===== src/rtl/rv32_pkg.sv =====
// rv32_pkg: definitions shared by the RV32M multiply/divide slice.
//   - funct3 encodings for the eight RV32M operations
//   - FSM state enum used by rv32m_muldiv_unit
//   - XLEN_DEFAULT (operand width) and MUL_LAT_MAX (largest multiply latency)
package rv32_pkg;

  localparam int XLEN_DEFAULT = 32;
  localparam int MUL_LAT_MAX  = 8;

  localparam logic [2:0] F3_MUL    = 3'b000;
  localparam logic [2:0] F3_MULH   = 3'b001;
  localparam logic [2:0] F3_MULHSU = 3'b010;
  localparam logic [2:0] F3_MULHU  = 3'b011;
  localparam logic [2:0] F3_DIV    = 3'b100;
  localparam logic [2:0] F3_DIVU   = 3'b101;
  localparam logic [2:0] F3_REM    = 3'b110;
  localparam logic [2:0] F3_REMU   = 3'b111;

  typedef enum logic [1:0] {
    ST_IDLE = 2'b00,
    ST_MUL  = 2'b01,
    ST_DIV  = 2'b10,
    ST_DONE = 2'b11
  } state_e;

  // Division family when bit 2 is set; bit 0 selects the unsigned variants.
  function automatic logic f3_is_div(input logic [2:0] f3);
    return f3[2];
  endfunction

endpackage


===== src/rtl/rv32m_muldiv_unit_if.sv =====
// rv32m_muldiv_unit_if: request/response bundle of the RV32M unit.
//   master (requester): drives in_valid/in_funct3/in_rs1/in_rs2/in_rd, kill, out_ready
//   slave  (unit)     : drives in_ready, out_valid/out_result/out_rd/out_illegal, busy
interface rv32m_muldiv_unit_if
  import rv32_pkg::*;
#(
  parameter int XLEN = XLEN_DEFAULT
) ();

  logic            in_valid;
  logic            in_ready;
  logic [2:0]      in_funct3;
  logic [XLEN-1:0] in_rs1;
  logic [XLEN-1:0] in_rs2;
  logic [4:0]      in_rd;
  logic            kill;
  logic            out_valid;
  logic            out_ready;
  logic [XLEN-1:0] out_result;
  logic [4:0]      out_rd;
  logic            out_illegal;
  logic            busy;

  modport master (
    output in_valid, in_funct3, in_rs1, in_rs2, in_rd, kill, out_ready,
    input  in_ready, out_valid, out_result, out_rd, out_illegal, busy
  );

  modport slave (
    input  in_valid, in_funct3, in_rs1, in_rs2, in_rd, kill, out_ready,
    output in_ready, out_valid, out_result, out_rd, out_illegal, busy
  );

endinterface


===== src/rtl/rv32m_div_iter.sv =====
// rv32m_div_iter: unsigned radix-2 restoring divider, one quotient bit per clock.
//   clk, rst        : clock, synchronous active-high reset
//   start           : load dividend/divisor magnitudes and begin iterating
//   flush           : abandon the current division
//   dividend,divisor: unsigned operands (sampled on start)
//   done            : quotient/remainder valid; set XLEN edges after start, held until next start/flush
//   quotient,remainder
module rv32m_div_iter
  import rv32_pkg::*;
#(
  parameter int XLEN = XLEN_DEFAULT
) (
  input  logic            clk,
  input  logic            rst,
  input  logic            start,
  input  logic            flush,
  input  logic [XLEN-1:0] dividend,
  input  logic [XLEN-1:0] divisor,
  output logic            done,
  output logic [XLEN-1:0] quotient,
  output logic [XLEN-1:0] remainder
);

  localparam int              CW   = $clog2(XLEN);
  localparam logic [CW-1:0]   LAST = CW'(XLEN - 1);

  logic            active_q, active_d, done_q, done_d;
  logic [CW-1:0]   cnt_q, cnt_d;
  logic [XLEN-1:0] rem_q, rem_d, quo_q, quo_d, dvs_q, dvs_d;
  logic [XLEN:0]   shifted_s;
  logic            sub_ok_s;
  logic [XLEN-1:0] diff_s;

  // One restoring step: shift the next dividend bit (quo MSB) into the partial remainder.
  always_comb begin
    shifted_s = {rem_q, quo_q[XLEN-1]};
    sub_ok_s  = (shifted_s >= {1'b0, dvs_q});
    // Only used when sub_ok_s, where the true difference is below the divisor.
    diff_s    = shifted_s[XLEN-1:0] - dvs_q;
    active_d  = active_q;
    done_d    = done_q;
    cnt_d     = cnt_q;
    rem_d     = rem_q;
    quo_d     = quo_q;
    dvs_d     = dvs_q;
    if (flush) begin
      active_d = 1'b0;
      done_d   = 1'b0;
    end else if (start) begin
      active_d = 1'b1;
      done_d   = 1'b0;
      cnt_d    = {CW{1'b0}};
      rem_d    = {XLEN{1'b0}};
      quo_d    = dividend;
      dvs_d    = divisor;
    end else if (active_q) begin
      if (sub_ok_s) begin
        rem_d = diff_s;
      end else begin
        rem_d = shifted_s[XLEN-1:0];
      end
      quo_d = {quo_q[XLEN-2:0], sub_ok_s};
      cnt_d = cnt_q + CW'(1);
      if (cnt_q == LAST) begin
        active_d = 1'b0;
        done_d   = 1'b1;
      end else begin
        active_d = 1'b1;
        done_d   = 1'b0;
      end
    end else begin
      active_d = active_q;
    end
  end

  // Iteration registers.
  always_ff @(posedge clk) begin
    if (rst) begin
      active_q <= 1'b0;
      done_q   <= 1'b0;
      cnt_q    <= {CW{1'b0}};
      rem_q    <= {XLEN{1'b0}};
      quo_q    <= {XLEN{1'b0}};
      dvs_q    <= {XLEN{1'b0}};
    end else begin
      active_q <= active_d;
      done_q   <= done_d;
      cnt_q    <= cnt_d;
      rem_q    <= rem_d;
      quo_q    <= quo_d;
      dvs_q    <= dvs_d;
    end
  end

  assign done      = done_q;
  assign quotient  = quo_q;
  assign remainder = rem_q;

endmodule


===== src/rtl/rv32m_muldiv_unit.sv =====
// rv32m_muldiv_unit: RV32M multiply/divide unit with a four-state FSM (IDLE/MUL/DIV/DONE).
//   clk, rst : clock, synchronous active-high reset
//   bus      : rv32m_muldiv_unit_if.slave (request handshake, kill, result handshake, busy)
// Multiplies return MUL_LAT edges after accept. Divides use rv32m_div_iter (XLEN+1 edges),
// with divide-by-zero and signed overflow resolved in 1 edge.
// Build option MULDIV_DIV_EN: when defined the divider is built and out_illegal is always 0;
// when undefined division ops complete in 1 edge with result 0 and out_illegal=1.
module rv32m_muldiv_unit
  import rv32_pkg::*;
#(
  parameter int XLEN    = XLEN_DEFAULT,
  parameter int MUL_LAT = 4
) (
  input  logic               clk,
  input  logic               rst,
  rv32m_muldiv_unit_if.slave bus
);

  if (XLEN != 32) begin : g_xlen_check
    $error("rv32m_muldiv_unit: XLEN must be 32");
  end
  if ((MUL_LAT < 1) || (MUL_LAT > MUL_LAT_MAX)) begin : g_lat_check
    $error("rv32m_muldiv_unit: MUL_LAT must be within 1..8");
  end

  localparam logic [2:0] MUL_LAST = 3'(MUL_LAT - 1);

  state_e            state_q, state_d;
  logic              accept_s;
  logic [2:0]        cnt_q, cnt_d, f3_q, f3_d;
  logic [XLEN-1:0]   rs1_q, rs1_d, rs2_q, rs2_d, result_q, result_d;
  logic [4:0]        rd_q, rd_d;
  logic              illegal_q, illegal_d;
  logic [2*XLEN-1:0] mul_a_s, mul_b_s, prod_s;
  logic [XLEN-1:0]   mul_res_s;
  logic              div_fin_s;
  logic [XLEN-1:0]   div_res_s;

  assign accept_s = bus.in_valid && (state_q == ST_IDLE) && !bus.kill;

  // Sign-extend per op so one 2*XLEN-bit product serves all four multiply variants.
  always_comb begin
    if ((f3_q == F3_MULH) || (f3_q == F3_MULHSU)) begin
      mul_a_s = {{XLEN{rs1_q[XLEN-1]}}, rs1_q};
    end else begin
      mul_a_s = {{XLEN{1'b0}}, rs1_q};
    end
    if (f3_q == F3_MULH) begin
      mul_b_s = {{XLEN{rs2_q[XLEN-1]}}, rs2_q};
    end else begin
      mul_b_s = {{XLEN{1'b0}}, rs2_q};
    end
    prod_s = mul_a_s * mul_b_s;
    if (f3_q == F3_MUL) begin
      mul_res_s = prod_s[XLEN-1:0];
    end else begin
      mul_res_s = prod_s[2*XLEN-1:XLEN];
    end
  end

`ifdef MULDIV_DIV_EN
  localparam logic            DIV_ABSENT = 1'b0;
  localparam logic [XLEN-1:0] SMIN       = {1'b1, {(XLEN-1){1'b0}}};

  logic            in_signed_s, in_zero_s, in_ovf_s, div_start_s, div_done_s;
  logic            fast_q, fast_d;
  logic [XLEN-1:0] mag_a_s, mag_b_s, div_quo_s, div_rem_s, quo_s, rem_s;

  // Classify the incoming request and hand operand magnitudes to the iterator on accept.
  always_comb begin
    in_signed_s = !bus.in_funct3[0];
    in_zero_s   = (bus.in_rs2 == {XLEN{1'b0}});
    in_ovf_s    = in_signed_s && (bus.in_rs1 == SMIN) && (bus.in_rs2 == {XLEN{1'b1}});
    if (in_signed_s && bus.in_rs1[XLEN-1]) begin
      mag_a_s = {XLEN{1'b0}} - bus.in_rs1;
    end else begin
      mag_a_s = bus.in_rs1;
    end
    if (in_signed_s && bus.in_rs2[XLEN-1]) begin
      mag_b_s = {XLEN{1'b0}} - bus.in_rs2;
    end else begin
      mag_b_s = bus.in_rs2;
    end
    div_start_s = accept_s && f3_is_div(bus.in_funct3) && !in_zero_s && !in_ovf_s;
  end

  // Fast-path flag: the op resolves without iterating.
  always_comb begin
    if (bus.kill) begin
      fast_d = 1'b0;
    end else if (accept_s) begin
      fast_d = in_zero_s || in_ovf_s;
    end else begin
      fast_d = fast_q;
    end
  end

  // Fast-path flag register.
  always_ff @(posedge clk) begin
    if (rst) begin
      fast_q <= 1'b0;
    end else begin
      fast_q <= fast_d;
    end
  end

  rv32m_div_iter #(.XLEN(XLEN)) u_div_iter (
    .clk       (clk),
    .rst       (rst),
    .start     (div_start_s),
    .flush     (bus.kill),
    .dividend  (mag_a_s),
    .divisor   (mag_b_s),
    .done      (div_done_s),
    .quotient  (div_quo_s),
    .remainder (div_rem_s)
  );

  // Restore signs and apply the fast-path results (zero divisor, then signed overflow).
  always_comb begin
    if (rs2_q == {XLEN{1'b0}}) begin
      quo_s = {XLEN{1'b1}};
      rem_s = rs1_q;
    end else if (fast_q) begin
      quo_s = rs1_q;
      rem_s = {XLEN{1'b0}};
    end else begin
      if (!f3_q[0] && (rs1_q[XLEN-1] ^ rs2_q[XLEN-1])) begin
        quo_s = {XLEN{1'b0}} - div_quo_s;
      end else begin
        quo_s = div_quo_s;
      end
      if (!f3_q[0] && rs1_q[XLEN-1]) begin
        rem_s = {XLEN{1'b0}} - div_rem_s;
      end else begin
        rem_s = div_rem_s;
      end
    end
    if (f3_q[1]) begin
      div_res_s = rem_s;
    end else begin
      div_res_s = quo_s;
    end
    div_fin_s = fast_q || div_done_s;
  end
`else
  localparam logic DIV_ABSENT = 1'b1;

  assign div_fin_s = 1'b1;
  assign div_res_s = {XLEN{1'b0}};
`endif

  // State register.
  always_ff @(posedge clk) begin
    if (rst) begin
      state_q <= ST_IDLE;
    end else begin
      state_q <= state_d;
    end
  end

  // Next-state logic; kill overrides accept and consumption.
  always_comb begin
    if (bus.kill) begin
      state_d = ST_IDLE;
    end else begin
      case (state_q)
        ST_IDLE: begin
          if (accept_s) begin
            state_d = f3_is_div(bus.in_funct3) ? ST_DIV : ST_MUL;
          end else begin
            state_d = ST_IDLE;
          end
        end
        ST_MUL:  state_d = (cnt_q == MUL_LAST) ? ST_DONE : ST_MUL;
        ST_DIV:  state_d = div_fin_s ? ST_DONE : ST_DIV;
        ST_DONE: state_d = bus.out_ready ? ST_IDLE : ST_DONE;
        default: state_d = ST_IDLE;
      endcase
    end
  end

  // FSM outputs.
  always_comb begin
    bus.in_ready  = (state_q == ST_IDLE) && !bus.kill;
    bus.out_valid = (state_q == ST_DONE);
    bus.busy      = (state_q != ST_IDLE);
  end

  // Datapath next values: latch on accept, capture the result when leaving MUL/DIV.
  always_comb begin
    cnt_d     = cnt_q;
    f3_d      = f3_q;
    rs1_d     = rs1_q;
    rs2_d     = rs2_q;
    rd_d      = rd_q;
    result_d  = result_q;
    illegal_d = illegal_q;
    if (bus.kill) begin
      cnt_d     = 3'd0;
      illegal_d = 1'b0;
    end else if (accept_s) begin
      cnt_d     = 3'd0;
      f3_d      = bus.in_funct3;
      rs1_d     = bus.in_rs1;
      rs2_d     = bus.in_rs2;
      rd_d      = bus.in_rd;
      illegal_d = DIV_ABSENT && f3_is_div(bus.in_funct3);
    end else begin
      case (state_q)
        ST_MUL: begin
          if (cnt_q == MUL_LAST) begin
            result_d = mul_res_s;
          end else begin
            cnt_d = cnt_q + 3'd1;
          end
        end
        ST_DIV: begin
          if (div_fin_s) begin
            result_d = div_res_s;
          end else begin
            result_d = result_q;
          end
        end
        ST_DONE: begin
          if (bus.out_ready) begin
            illegal_d = 1'b0;
          end else begin
            illegal_d = illegal_q;
          end
        end
        default: cnt_d = cnt_q;
      endcase
    end
  end

  // Datapath registers.
  always_ff @(posedge clk) begin
    if (rst) begin
      cnt_q     <= 3'd0;
      f3_q      <= 3'd0;
      rs1_q     <= {XLEN{1'b0}};
      rs2_q     <= {XLEN{1'b0}};
      rd_q      <= 5'd0;
      result_q  <= {XLEN{1'b0}};
      illegal_q <= 1'b0;
    end else begin
      cnt_q     <= cnt_d;
      f3_q      <= f3_d;
      rs1_q     <= rs1_d;
      rs2_q     <= rs2_d;
      rd_q      <= rd_d;
      result_q  <= result_d;
      illegal_q <= illegal_d;
    end
  end

  assign bus.out_result  = result_q;
  assign bus.out_rd      = rd_q;
  assign bus.out_illegal = illegal_q;

endmodule


===== src/flat_wrapper.sv =====
// flat-port wrapper written by rule: the top's interface ports become plain ports
module rv32m_muldiv_unit_flat import rv32_pkg::*;
#(
  parameter int XLEN    = XLEN_DEFAULT,
  parameter int MUL_LAT = 4
)
  (clk, rst, bus_in_valid, bus_in_funct3, bus_in_rs1, bus_in_rs2, bus_in_rd, bus_kill, bus_out_ready, bus_in_ready, bus_out_valid, bus_out_result, bus_out_rd, bus_out_illegal, bus_busy);
  rv32m_muldiv_unit_if #(.XLEN(XLEN)) bus_i ();
  input  logic clk;
  input  logic rst;
  input wire logic [$bits(bus_i.in_valid)-1:0] bus_in_valid;
  input wire logic [$bits(bus_i.in_funct3)-1:0] bus_in_funct3;
  input wire logic [$bits(bus_i.in_rs1)-1:0] bus_in_rs1;
  input wire logic [$bits(bus_i.in_rs2)-1:0] bus_in_rs2;
  input wire logic [$bits(bus_i.in_rd)-1:0] bus_in_rd;
  input wire logic [$bits(bus_i.kill)-1:0] bus_kill;
  input wire logic [$bits(bus_i.out_ready)-1:0] bus_out_ready;
  output wire logic [$bits(bus_i.in_ready)-1:0] bus_in_ready;
  output wire logic [$bits(bus_i.out_valid)-1:0] bus_out_valid;
  output wire logic [$bits(bus_i.out_result)-1:0] bus_out_result;
  output wire logic [$bits(bus_i.out_rd)-1:0] bus_out_rd;
  output wire logic [$bits(bus_i.out_illegal)-1:0] bus_out_illegal;
  output wire logic [$bits(bus_i.busy)-1:0] bus_busy;
  assign bus_i.in_valid = bus_in_valid;
  assign bus_i.in_funct3 = bus_in_funct3;
  assign bus_i.in_rs1 = bus_in_rs1;
  assign bus_i.in_rs2 = bus_in_rs2;
  assign bus_i.in_rd = bus_in_rd;
  assign bus_i.kill = bus_kill;
  assign bus_i.out_ready = bus_out_ready;
  assign bus_in_ready = bus_i.in_ready;
  assign bus_out_valid = bus_i.out_valid;
  assign bus_out_result = bus_i.out_result;
  assign bus_out_rd = bus_i.out_rd;
  assign bus_out_illegal = bus_i.out_illegal;
  assign bus_busy = bus_i.busy;
  rv32m_muldiv_unit #(.XLEN(XLEN), .MUL_LAT(MUL_LAT)) u_core (.clk(clk), .rst(rst), .bus(bus_i));
endmodule

===== config.mk =====
export PLATFORM = sky130hd
export DESIGN_NAME = rv32m_muldiv_unit_flat
export DESIGN_NICKNAME = d
export VERILOG_FILES = /design/src/rtl/rv32_pkg.sv /design/src/rtl/rv32m_muldiv_unit_if.sv /design/src/rtl/rv32m_div_iter.sv /design/src/rtl/rv32m_muldiv_unit.sv /design/src/flat_wrapper.sv
export SDC_FILE = /design/constraint.sdc
export NUM_CORES = 2
export LEC_CHECK = 0
export CORE_MARGIN = 5
export CORE_UTILIZATION = 25
export CTS_CLUSTER_SIZE = 10
export DETAILED_ROUTE_END_ITERATION = 8
export MAX_ROUTING_LAYER = met4
export PLACE_DENSITY = 0.5
export SLEW_MARGIN = 20
export SYNTH_ARGS = -nofsm -noshare
export SYNTH_HDL_FRONTEND = slang
export SYNTH_HIERARCHICAL = 1
export SYNTH_SLANG_ARGS = --single-unit

===== constraint.sdc =====
create_clock -name clk -period 10.41 [get_ports clk]
set_input_delay 2.082 -clock clk [delete_from_list [all_inputs] [get_ports clk]]
set_output_delay 2.082 -clock clk [all_outputs]
set_load 0.01 [all_outputs]

======== Word level (Yosys, flattened, before mapping) ========
Index checks and enable logic that the tools add are counted.
word-level totals
  output and inout port bits .............. 41
  latch bits .............................. 0
  word-level logic and storage cells ...... 50
  input bits .............................. 77
  ROM bits ................................ 0
  memory bits (writable) .................. 0
  flip-flop bits (word level) ............. 110
  memories kept ........................... 0
cells by class
  shift-type cells ........................ 0
  reductions and logical operators ........ 17
  equal/unequal tests ..................... 7
  order comparisons ....................... 0
  multiplexer cells ....................... 13
  bitwise operators ....................... 3
  divide/modulo/power cells ............... 0
  multiply operators ...................... 1
  add/subtract/negate cells ............... 1
operators with widths
  kind                                                                     count
  64-bit two-way mux                                                       2
  64-bit by 64-bit multiplier with 64-bit output                           1
  32-bit two-way mux                                                       2
  32-bit case mux with 2 select lines                                      1
  2-bit two-way mux                                                        4
  2-bit case mux with 4 select lines                                       1
  2-bit nonzero test                                                       4
  3-bit by 2-bit equality test with 1-bit output, second input constant    2
  2-bit AND reduction                                                      3
  2-bit equality test, second input constant                               2
  4-bit AND reduction                                                      1
  3-bit by 1-bit adder with 3-bit output, second input constant            1
  3-bit by 1-bit equality test with 1-bit output, second input constant    1
  1-bit logical AND                                                        3
  3-bit logical NOT                                                        1
  1-bit two-way mux                                                        3
  1-bit inverter                                                           3
  3-bit OR reduction                                                       1
  2-bit by 1-bit equality test with 1-bit output, second input constant    1
  2-bit logical NOT                                                        1
  2-bit by 1-bit inequality test with 1-bit output, second input constant  1
  2-bit OR reduction                                                       1
  1-bit logical NOT                                                        1
  1-bit logical OR                                                         1

======== Logic depth before layout (Yosys ltp) ========
  depth in word-level cells ............... 7
  depth in mapped cells ................... 36
  gate-level depth less buffers ........... 35

======== Worst setup path after synthesis ========
Ideal clock, no wire load.
  kind .................................... register -> register
  start ................................... reg u_core.f3_q[0]
  end ..................................... reg u_core.result_q[31], in the netlist u_core/bus.out_result[31]
  setup time .............................. 131 ps
  path slack .............................. 861 ps
  required time ........................... 10279 ps
  arrival time ............................ 9418 ps
  stages on the path, launching flop included .. 31
  clock period less this slack ............ 9549 ps
  buffers on the path ..................... 4
  cell sequence ........................... dfxtp_1 -> clkbuf_1 -> xnor2_1 -> nor3b_2 -> clkbuf_1 -> buf_1 -> nand2_1 -> fa_1 -> fa_1 -> inv_1 -> fa_1 -> fa_1 -> fa_1 -> fa_1 -> fa_1 -> fa_1 -> fa_1 -> inv_1 -> fa_1 -> inv_1 -> ha_1 -> clkbuf_1 -> a21o_1 -> a21o_1 -> a21oi_1 -> or4bb_1 -> a21oi_1 -> o21ai_1 -> a31oi_1 -> mux2i_1 -> o21ai_0
between the ends
  cells in the longest elaborated chain, start to end .. 7
  elaborated cells on any way between the ends .. 10
  those cells by class .................... mul: 1; eq/ne: 2; mux: 5; reduce/logical: 2
RTL lines
  what                                                                                                                     line                                              text
  start: declaration                                                                                                       rv32m_muldiv_unit.sv:30                           logic [2:0] cnt_q, cnt_d, f3_q, f3_d;
  start signal: assignment                                                                                                 rv32m_muldiv_unit.sv:241                          f3_q <= 3'd0;
  start signal: assignment                                                                                                 rv32m_muldiv_unit.sv:249                          f3_q <= f3_d;
  3-bit by 1-bit equality test with 1-bit output / 3-bit by 2-bit equality test with 1-bit output (equally long branches)  rv32m_muldiv_unit.sv:43, rv32m_muldiv_unit.sv:48
  1-bit logical OR                                                                                                         rv32m_muldiv_unit.sv:43                           if ((f3_q == F3_MULH) || (f3_q == F3_MULHSU)) begin
  64-bit two-way mux                                                                                                       rv32m_muldiv_unit.sv:43
  64-bit by 64-bit multiplier with 64-bit output                                                                           rv32m_muldiv_unit.sv:53                           prod_s = mul_a_s * mul_b_s;
  32-bit two-way mux *                                                                                                     rv32m_muldiv_unit.sv:54                           if (f3_q == F3_MUL) begin
  32-bit two-way mux *                                                                                                     rv32m_muldiv_unit.sv:212                          if (cnt_q == MUL_LAST) begin
  32-bit case mux with 2 select lines *                                                                                    rv32m_muldiv_unit.sv:210                          case (state_q)
  end signal: assignment                                                                                                   rv32m_muldiv_unit.sv:245                          result_q <= {XLEN{1'b0}};
  end signal: assignment                                                                                                   rv32m_muldiv_unit.sv:253                          result_q <= result_d;
  end: declaration                                                                                                         rv32m_muldiv_unit.sv:31                           logic [XLEN-1:0] rs1_q, rs1_d, rs2_q, rs2_d, result_q, result_d;
Mark *: on every way between the ends. The rest lies on a longest branch, timed or not. The select of a mux whose other input is x is not followed.
A chain may end at the register's enable or synchronous reset.

======== Worst setup path after layout ========
  start ................................... reg u_core.f3_q[1]
  end ..................................... reg u_core.result_q[31], in the netlist u_core/bus.out_result[31]
Same word-level chain as after synthesis.

==> metrics <==
max-cap violations=0; DR DRC count=0; max frequency=approximately 100 MHz; Vias/cell=between 4 and 5; GRT Total Usage=0.160; Synth Cell Area=~52000 um2; Yosys warning total=6; drt total wl=164 mm; Syn Inst Count=approximately 5600; RSZ-0062 raised after global routing=false; P_leak=28.5 nW; sequential share of the synthesized area=0.0427; per-cell routed wire length=just under 20 um; CTS sink cnt=110; Fin Setup TNS=0 ps; drt pass-1 iters=6; Post-synth EDFFs=0; post-synthesis async set-or-reset flop share=0; fin crit period=9820 ps; fin nets=between 7000 and 8000; TritonCTS clock tree=done; Clock Skews=about 42 ps; vias in the first global route=between 40000 and 50000; # IOs=~120; Setup crit start kind=register; FILL cells=between 20000 and 25000; worst-path fanout max=8; initial antenna violation count=6; GPL Wtd Cong=0.915; share of layout cells above drive strength 1=0.0321; Final ANT Viol Nets=0; Remaining Overflow, GRT=0; first-pass GRT wire length=roughly 260 mm; worst endpoint required time=~11000 ps; Worst Path Arrival=10120 ps; CTS Buf Count=9; Finished Layout Cells=8258; average size of a mapped cell=9.23 um2; post-cts sizing count=0; Core Area=about 200000 um2; cell total after placement=between 8000 and 9000; CTS H-tree lvls=3; Detailed Place HPWL=approximately 140 mm; endpoints failing setup=0; Seq cells post-synth=between 100 and 150; Port Buffers=117; Worst-Margin Slew=~1200 ps; Yosys cell types=71; Area growth syn-to-layout=9.52%; # Post-CTS Setup Buffers=0; Via Count=about 36000; largest net degree at the start of global routing=58; Slew headroom=0.230; fin crit share=0.943; Max IR drop VDD=approximately 70 uV; ys flop type=dfxtp_1; Slew Viols, Final=0; syn nets=around 7400; Initial Util=0.251; pwr dens=34.2 nW/um2; CTS max path bufs=2; FP Rows=166; Worst Hold Class=register to register; WS Path Type=register to register; Worst setup EP type=register; commonest cells after routing, fill and taps aside=1502 x inv_1, 1419 x fa_1, 870 x nand2_1; status=completed; CTS Root Buffer Type=clkbuf_16; commonest non-fill, non-tap cell in the layout=inv_1; initial detailed-routing violation count=roughly 2100; clock latency on the worst-skew pair=460 ps; Fin. Hold Viols=0; Tot Pwr=~1.9 mW; clk slew on worst S/H paths=90 ps; die area=between 200000 and 250000 um2; Die X-Extent=about 460 um; Die Y=approximately 460 um; hold_buf cts=0
==> cell usage after synthesis, drive strengths merged (9+ instances only) <==
| cell | n | area [um2] |
|---|---|---|
| nand2b | 16 | 100 |
| o21ai | 63 | 315 |
| a22oi | 18 | 135 |
| nor2 | 60 | 228 |
| a21oi | 149 | 746 |
| and2 | 428 | 2680 |
| nand3 | 20 | 100 |
| inv | 1502 | 5640 |
| xor2 | 28 | 245 |
| ha | 315 | 3940 |
| clkbuf | 264 | 991 |
| a31oi | 14 | 87.6 |
| xnor2 | 86 | 753 |
| buf | 13 | 57.6 |
| dfxtp | 110 | 2200 |
| o21a | 11 | 82.6 |
| and3 | 22 | 138 |
| a211oi | 9 | 72.6 |
| nor2b | 9 | 56.3 |
| fa | 1419 | 28400 |
| nor3 | 12 | 82.6 |
| nand2 | 872 | 3270 |
| a21o | 41 | 309 |
| o21bai | 9 | 67.6 |
==> power breakdown <==
group / leakage [nW] / switching (mW) / total, mW / internal (mW)
clock network: 0.153 / 0.242 / 0.441 / 0.199
logic: 27.5 / 0.651 / 0.997 / 0.346
registers: 0.899 / 0.0584 / 0.495 / 0.437
total: 28.5 / 0.951 / 1.93 / 0.981
==> logic make-up after synthesis <==
| family | after synthesis | synth area share |
|---|---|---|
| flip-flops | 110 | 0.0427 |
| buffers and inverters | 1779 | 0.130 |
| XOR/XNOR | 115 | 0.0198 |
| adder cells (fa/ha/maj) | 1738 | 0.628 |
| AO/OA/AOI/OAI | 368 | 0.0447 |
| AND/OR/NAND/NOR | 1471 | 0.134 |
| multiplexers | 5 | 0.000995 |
==> final cells by class <==
class / instances / area, um2 / area share
Multi-Input combinational cell: 3697 / 42700 / 0.756
Inverter: 1502 / 5640 / 0.0999
Tap cell: 2688 / 3360 / 0.0596
Timing Repair Buffer: 244 / 2230 / 0.0396
Sequential cell: 110 / 2220 / 0.0393
Clock buffer: 10 / 239 / 0.00423
Clock inverter: 6 / 77.6 / 0.00137
Antenna cell: 1 / 2.50 / 0.0000443
==> layer usage <==
layer	track usage	share of wire	up-vias
li1	-	-	15902
met1	0.214	0.45	19262
met2	0.258	0.48	852
met3	0.0238	0.053	140
met4	0.0356	0.025	0
met5	-	0	-
==> final timing paths <==
path / to / slack (ps) / startpoint / cells past startpoint
worst min-delay path: u_core/bus.out_rd[2] / 470 / u_core/bus.out_rd[2] / 2
worst max-delay path: u_core/bus.out_result[31] / 590 / u_core/f3_q[1] / 26
worst min register to register: u_core/bus.out_rd[2] / 470 / u_core/bus.out_rd[2] / 2
worst max register to register: u_core/bus.out_result[31] / 590 / u_core/f3_q[1] / 26
==> worst max-delay path, cell delays in order (launching register included) <==
cell,delay (ps)
dfxtp_1,460
xnor2_1,130
nor3b_4,290
nand2_1,190
fa_1,660
fa_1,740
inv_1,110
fa_1,870
fa_1,550
fa_1,560
fa_1,440
fa_1,500
fa_1,520
fa_1,500
inv_1,50
fa_1,490
inv_1,40
ha_1,380
a21o_1,200
a21o_1,170
a21oi_1,260
or4bb_1,510
a21oi_1,280
o21ai_1,230
a31oi_1,280
mux2i_1,210
o21ai_0,80
==> sequential cells by signal, summed over array words and instances, names as in the netlist <==
signal / count
u_core/rs2_q: 32
u_core/bus.out_result: 32
u_core/bus.out_illegal: 1
u_core/cnt_q: 3
u_core/bus.out_rd: 5
u_core/state_q: 2
u_core/rs1_q: 32
u_core/f3_q: 3
==> through the flow <==
stage | instance area [um2] | hold WS, ps | util | setup slack (ps)
floorplan | 51500 | 465 | - | 861
global placement | 56100 | 444 | 0.274 | 582
detailed placement | 56100 | 452 | 0.274 | 627
CTS | 56500 | 467 | 0.275 | 562
global route | 56500 | 490 | 0.275 | 26.3
finish | 56500 | 466 | 0.275 | 590
No activity file was read; power rests on OpenSTA's default activity.
